## src/rtl/replay_pkg.sv

```systemverilog
// Shared constants and state type for the replay-buffer index sampler.
package replay_pkg;
  localparam int ADDR_W_DEF = 10;
  localparam int RND_W      = 16;

  typedef enum logic [1:0] {
    IDLE  = 2'd0,
    RUN   = 2'd1,
    FLUSH = 2'd2
  } sampler_state_e;
endpackage

```

## src/rtl/sample_scale.sv

```systemverilog
// Maps a 16-bit random word onto [0, fill) by full-width multiply and shift.
module sample_scale
  import replay_pkg::*;
#(
  parameter int ADDR_W = ADDR_W_DEF
) (
  input  logic [RND_W-1:0]  rnd,
  input  logic [ADDR_W:0]   fill,
  output logic [ADDR_W-1:0] idx
);
  localparam int PROD_W = RND_W + ADDR_W + 1;

  logic [PROD_W-1:0] prod;
  logic              unused_prod_msb;

  assign prod = PROD_W'(rnd) * PROD_W'(fill);
  // rnd < 2^16 guarantees the shifted product is below fill, so the top bit is always 0.
  assign idx             = prod[RND_W +: ADDR_W];
  assign unused_prod_msb = prod[PROD_W-1];
endmodule

```

## src/rtl/replay_sampler.sv

```systemverilog
// Draws BATCH uniformly scaled indices into a replay buffer per start request.
module replay_sampler
  import replay_pkg::*;
#(
  parameter int ADDR_W = ADDR_W_DEF,
  parameter int BATCH  = 32
) (
  input  logic                clk,
  input  logic                rst,
  input  logic [RND_W-1:0]    rnd,
  input  logic                rnd_vld,
  output logic                rnd_take,
  input  logic                start,
  input  logic [ADDR_W:0]     fill_count,
  output logic [ADDR_W-1:0]   idx,
  output logic                idx_vld,
  input  logic                idx_rdy,
  output logic                idx_last,
  output logic                busy,
  output logic                done,
  output logic                err,
  output sampler_state_e      dbg_state
);
  localparam logic [15:0] BATCH_C = 16'(BATCH);

  // Handshakes: a word moves only when valid && ready (rnd_vld && rnd_take,
  // idx_vld && idx_rdy); the producer holds its payload stable until then.

  sampler_state_e    state_q, state_d;
  logic [15:0]       issued_q, issued_d;
  logic [ADDR_W:0]   fill_snap_q, fill_snap_d;
  logic [ADDR_W-1:0] idx_q, idx_d;
  logic              idx_vld_q, idx_vld_d;
  logic              idx_last_q, idx_last_d;
  logic              done_q, done_d;
  logic              err_q, err_d;
  logic              consume;
  logic [15:0]       issued_inc;
  logic [ADDR_W-1:0] scaled;

  sample_scale #(.ADDR_W(ADDR_W)) u_scale (
    .rnd  (rnd),
    .fill (fill_snap_q),
    .idx  (scaled)
  );

  always_comb begin
    rnd_take    = (state_q == RUN) && (issued_q < BATCH_C) && (!idx_vld_q || idx_rdy);
    consume     = rnd_take && rnd_vld;
    issued_inc  = issued_q + 16'd1;
    state_d     = state_q;
    issued_d    = issued_q;
    fill_snap_d = fill_snap_q;
    idx_d       = idx_q;
    idx_vld_d   = idx_vld_q;
    idx_last_d  = idx_last_q;
    done_d      = 1'b0;
    err_d       = 1'b0;

    case (state_q)
      IDLE: begin
        if (start) begin
          if (fill_count != '0) begin
            fill_snap_d = fill_count;
            issued_d    = 16'd0;
            state_d     = RUN;
          end else begin
            err_d = 1'b1;
          end
        end
      end
      RUN: begin
        // Leave as the last word is taken so FLUSH can see that index accepted.
        if (consume && (issued_inc == BATCH_C)) state_d = FLUSH;
      end
      FLUSH: begin
        if (idx_vld_q && idx_last_q && idx_rdy) begin
          done_d  = 1'b1;
          state_d = IDLE;
        end
      end
      default: state_d = IDLE;
    endcase

    if (consume) begin
      issued_d   = issued_inc;
      idx_d      = scaled;
      idx_vld_d  = 1'b1;
      idx_last_d = (issued_inc == BATCH_C);
    end else if (idx_vld_q && idx_rdy) begin
      idx_vld_d  = 1'b0;
      idx_last_d = 1'b0;
    end
  end

  always_ff @(posedge clk or negedge rst) begin
    if (!rst) begin
      state_q     <= IDLE;
      issued_q    <= 16'd0;
      fill_snap_q <= '0;
      idx_q       <= '0;
      idx_vld_q   <= 1'b0;
      idx_last_q  <= 1'b0;
      done_q      <= 1'b0;
      err_q       <= 1'b0;
    end else begin
      state_q     <= state_d;
      issued_q    <= issued_d;
      fill_snap_q <= fill_snap_d;
      idx_q       <= idx_d;
      idx_vld_q   <= idx_vld_d;
      idx_last_q  <= idx_last_d;
      done_q      <= done_d;
      err_q       <= err_d;
    end
  end

  assign idx       = idx_q;
  assign idx_vld   = idx_vld_q;
  assign idx_last  = idx_last_q;
  assign busy      = (state_q != IDLE);
  assign done      = done_q;
  assign err       = err_q;
  assign dbg_state = state_q;
endmodule

```

## config.mk

```make
export PLATFORM = sky130hd
export DESIGN_NAME = replay_sampler
export DESIGN_NICKNAME = d
export VERILOG_FILES = /design/src/rtl/replay_pkg.sv /design/src/rtl/sample_scale.sv /design/src/rtl/replay_sampler.sv
export SDC_FILE = /design/constraint.sdc
export NUM_CORES = 1
export LEC_CHECK = 0
export BUFFER_PORTS_ARGS = -buffer_cell sky130_fd_sc_hd__buf_4
export CAP_MARGIN = 10
export CORE_ASPECT_RATIO = 0.6
export CORE_MARGIN = 1
export CORE_UTILIZATION = 35
export DETAILED_ROUTE_END_ITERATION = 16
export PLACE_DENSITY = 0.53
export SETUP_SLACK_MARGIN = 0.02
export SYNTH_ARGS = -nofsm -noshare
export SYNTH_HDL_FRONTEND = slang
export SYNTH_SLANG_ARGS = --single-unit
```

## constraint.sdc

```tcl
create_clock -name clk -period 6.3 [get_ports clk]
set_clock_uncertainty 0.1 [all_clocks]
set_input_delay 0 -clock clk [delete_from_list [all_inputs] [get_ports clk]]
set_output_delay 0 -clock clk [all_outputs]
set_load 0.01 [all_outputs]
```

# Word-level counts from Yosys, hierarchy flattened
# Index checks and enable logic that the tools add are counted.
# W data, S select, Z words.
# totals
ff_bits	43
latch_bits	0
mem_bits_rw	0
rom_bits	0
inputBits	32
elab_cells	54
mem_count	0
# op_classes
addsub	1
multipliers	1
div_mod_pow	0
n_lt_le_gt_ge	1
eq_ne	7
shift	0
muxes	17
bitwise	0
reduce_logical	19
# ops
op	n
$mux W16	4
$mul A16 B11 Y26	1
$add A16 B1 Y16 const B	1
$eq A16 B6 Y1 const B	1
$lt A16 B6 Y1 const B	1
$reduce_bool A11 Y1	1
$reduce_bool A2 Y1	5
$mux W1	8
$mux W2	4
$logic_and A1 B1 Y1	7
$ne A2 B2 Y1 const B	3
$pmux W2 S3	1
$reduce_and A3 Y1	2
$reduce_and A4 Y1	1
$eq A2 B1 Y1 const B	1
$eq A2 B2 Y1 const B	1
$logic_not A2 Y1	1
$ne A2 B1 Y1 const B	1
$logic_not A1 Y1	1
$logic_or A1 B1 Y1	1

# Logic depth before layout (Yosys ltp)
# logic_depth
word_depth	7
depth_mapped	21
ltp_nobuf	18

# Modules after synthesis
# A second synthesis with hierarchy kept.
# unflattened
hier_cells	772
area_unflattened_um2	7208.2
# modules_own_cells
module	instances	cells_per_inst	area_per_inst_um2
sample_scale	1	636	5381.4
replay_sampler	1	136	1826.8

# Least setup slack after synthesis
# No wires, ideal clock.
# synth_path
path_type	reg2reg
from	reg fill_snap_q[4]
to	reg idx_q[9], in the netlist idx[9]
setup_ns	0.122
arrival_ns	5.170
required_time_ns	6.078
slack_ns	0.909
path_stages_with_launch	19
n_path_buf	2
synth_period_minus_slack_ns	5.391
cell_sequence	dfrtp_1 clkbuf_1 clkbuf_1 nand2_1 fa_1 inv_1 fa_1 fa_1 fa_1 inv_1 fa_1 inv_1 ha_1 inv_1 nor3_1 a221oi_1 a2111oi_0 mux2i_1 nand2_1
# synth_between
elab_chain_len	1
# synth_rtl
item	line_no	rtl
from (decl)	replay_sampler.sv:31	logic [ADDR_W:0] fill_snap_q, fill_snap_d;
from (signal assigned)	replay_sampler.sv:109	fill_snap_q <= fill_snap_d;
$mul A16 B11 Y26	sample_scale.sv:16	assign prod = PROD_W'(rnd) * PROD_W'(fill);
to (signal assigned)	replay_sampler.sv:110	idx_q <= idx_d;
to (decl)	replay_sampler.sv:32	logic [ADDR_W-1:0] idx_q, idx_d;
# Every way passes these cells.
# A chain may end at the register's enable or synchronous reset.

# Worst setup path after layout
# layout_path
from	reg fill_snap_q[5]
to	reg idx_q[9], in the netlist idx[9]
# Same word-level chain as after synthesis.

==> reports/results.tsv <==
metric	value	unit
initial antenna violation count	0	
most common cell in the netlist	inv_1	
global-route wire length before repair	31100	um
worst-margin pin slew	0.734	ns
status	finished, final reports clean	
relative slew slack	51.0	%
CP Launch Type	flop	
Initial Util	35.7	%
FMAX	0.169	GHz
most frequent cells after synthesis	153 x inv_1, 125 x nand2_1, 123 x fa_1, 87 x and2_1, 61 x ha_1	
# DRC	0	
Vert. Die Dim	113	um
# rows	40	
share of layout cells above drive strength 1	9.55	%
Seq. cell area	0.00108	mm2
Post-Synthesis Cell Area	0.00714	mm2
vias per cell	4.76	
Async S/R FF share, synth	100	%
final hold viol count	0	
vias in the first global route	5396	
DR pass1 iterations	5	
cells after synthesis	790	
Syn Nets	1006	
CTS sink cnt	43	
post-synthesis register bit count	43	
First DRT Iteration DRCs	289	
setup repair after global routing missed its margin	false	
Simple-Gate Fraction of Synth Area	20.0	%
WL final	18500	um
GRT Residual Overflow	0	
CTS Buf Count	5	
Synth area leaders	fa_1 34%, dfrtp_1 15%, ha_1 11%	
Fill cells	2046	
number of synthesized flops with an enable pin	0	
synth warn	0	
DRT antenna net count	0	
mux contribution to synthesized area	2.15	%
primary flip-flop cell chosen by synthesis mapping	dfrtp_1	
adder-cell share of the synthesized area	45.2	%
buffer count from post-CTS setup fixing	0	
clk root buf	clkbuf_16	
CTS tree	built	
CTS Buffer Depth	2	
clk slew on worst S/H paths	0.07	ns
critical path arrival	5.99	ns
Via Count	5244	
area occupied by multi-input gates	0.00532	mm2
Yosys top cell by area	fa_1	
setup tns final	0	ns
Yosys cell types	54	
CP required	6.38	ns
XOR/XNOR Fraction of Synth Area	1.23	%
dpl hpwl	15300	um
Final Critical Period	5.91	ns
Min-Delay Path Class	in -> async	
Layout Area Growth over Synthesis	12.6	%
largest family of logic cells by synthesized area	adder cells	
total core area	0.0200	mm2
Max FO, Critical Path	17	
critical path capture point type	flop	
post-synth top area share	34.5	%
nets	1042	
compound-cell area share of the yosys netlist	5.92	%
DR WL/cell	16.8	um
Setup violations, final	0	
IO Pins	50	
IO buf count	49	
worst setup margin	0.391	ns
Final Util	40.2	%
Die Area	0.0210	mm2
die width	186	um
GRT Total Usage	19.3	%
Max Cap Viol	0	
Mean Syn Cell Area	9.04	um2
Setup WS pre-CTS	0.463	ns
max-slew violations	0	
clock latency on the worst-skew pair	0.29	ns
sequential area share after synthesis	15.1	%
H-tree levels	2	
gpl congestion	0.829	
final critical-path share of the clock period	93.8	%
Setup CP Type	reg -> reg	
pin count of the biggest net entering global routing	44	
what timing repair did:
| action | CTS | global route |
|---|---|---|
| hold buffers | 16 | 0 |
| gates resized for setup | 0 | 0 |
| endpoints found under the setup margin | 0 | 0 |
| hold endpoints to repair | 63 | 0 |
final timing paths:
kind | startpoint | endpoint | slack, ns | depth (start not counted)
worst max-delay path | fill_snap_q[5] | idx[9] | 0.39 | 16
worst min-delay path | rst | done | 0.15 | 2
worst max register to register | fill_snap_q[5] | idx[9] | 0.39 | 16
worst min register to register | issued_q[12] | issued_q[12] | 0.39 | 1
max in group asynchronous | rst | fill_snap_q[3] | 5.55 | 2
min in group clk | issued_q[12] | issued_q[12] | 0.39 | 1
area by class of cell:
type | count | area share (%)
antenna | 1 | 0.0311
clock inverter | 2 | 0.482
multi-input combinational | 555 | 66.1
timing repair buffer | 68 | 6.85
clock buffer | 6 | 1.73
sequential | 43 | 13.4
tap | 273 | 4.25
inverter | 153 | 7.14
state kept, by name (all words and copies together) (netlist names):
name / flops
err: 1
fill_snap_q: 11
idx_vld: 1
idx_last: 1
dbg_state: 2
issued_q: 16
idx: 10
done: 1
kinds of logic after synthesis:
logic type | after synthesis
compound gates | 63
buf+inv | 192
xor+xnor | 10
fa+ha+maj | 184
simple gates | 284
mux | 14
flops | 43
placed cells by master (no fill, tap or decap), types with 4 or more instances in the layout:
cell type / count
nor3_1: 5
nand2_1: 125
ha_1: 61
and2_1: 87
nor2_1: 17
fa_1: 123
nand3_1: 20
nor4_1: 5
dfrtp_1: 43
a21oi_1: 15
clkbuf_16: 5
xnor2_1: 8
mux2_2: 11
buf_4: 52
dlygate4sd3_1: 16
nand4_1: 6
inv_1: 153
a21o_1: 4
o21ai_0: 14
per-layer routing:
| layer | GRT usage [%] | vias to the layer above | share of wire, % |
|---|---|---|---|
| met2 | 22.5 | 142 | 33 |
| met1 | 32.6 | 2577 | 57 |
| met3 | 6.72 | 10 | 9.5 |
| met5 | 0 | - | 0 |
| li1 | - | 2515 | - |
| met4 | 2.09 | 0 | 0.50 |
worst max-delay path, stage by stage (launching register included):
cell	delay (ns)
dfrtp_1	0.81
nand2_1	0.16
fa_1	0.50
inv_1	0.05
fa_1	0.51
fa_1	0.55
fa_1	0.55
inv_1	0.06
fa_1	0.56
inv_1	0.05
ha_1	0.31
nand3_1	0.13
nor3_1	0.32
a221oi_1	0.21
a2111oi_0	0.55
mux2i_1	0.29
nand2_1	0.07
stage by stage:
stage	hold WS, ns	instances	instance area, um2
floorplan	-0.396	790	7140
global placement	-0.0542	1076	7700
detailed placement	-0.0570	1076	7700
CTS	0.177	1100	8040
global route	0.207	1100	8040
finish	0.150	1101	8040
Power is not shown: default switching activity piles up to over one toggle a cycle in this logic, so the estimate is an artifact.
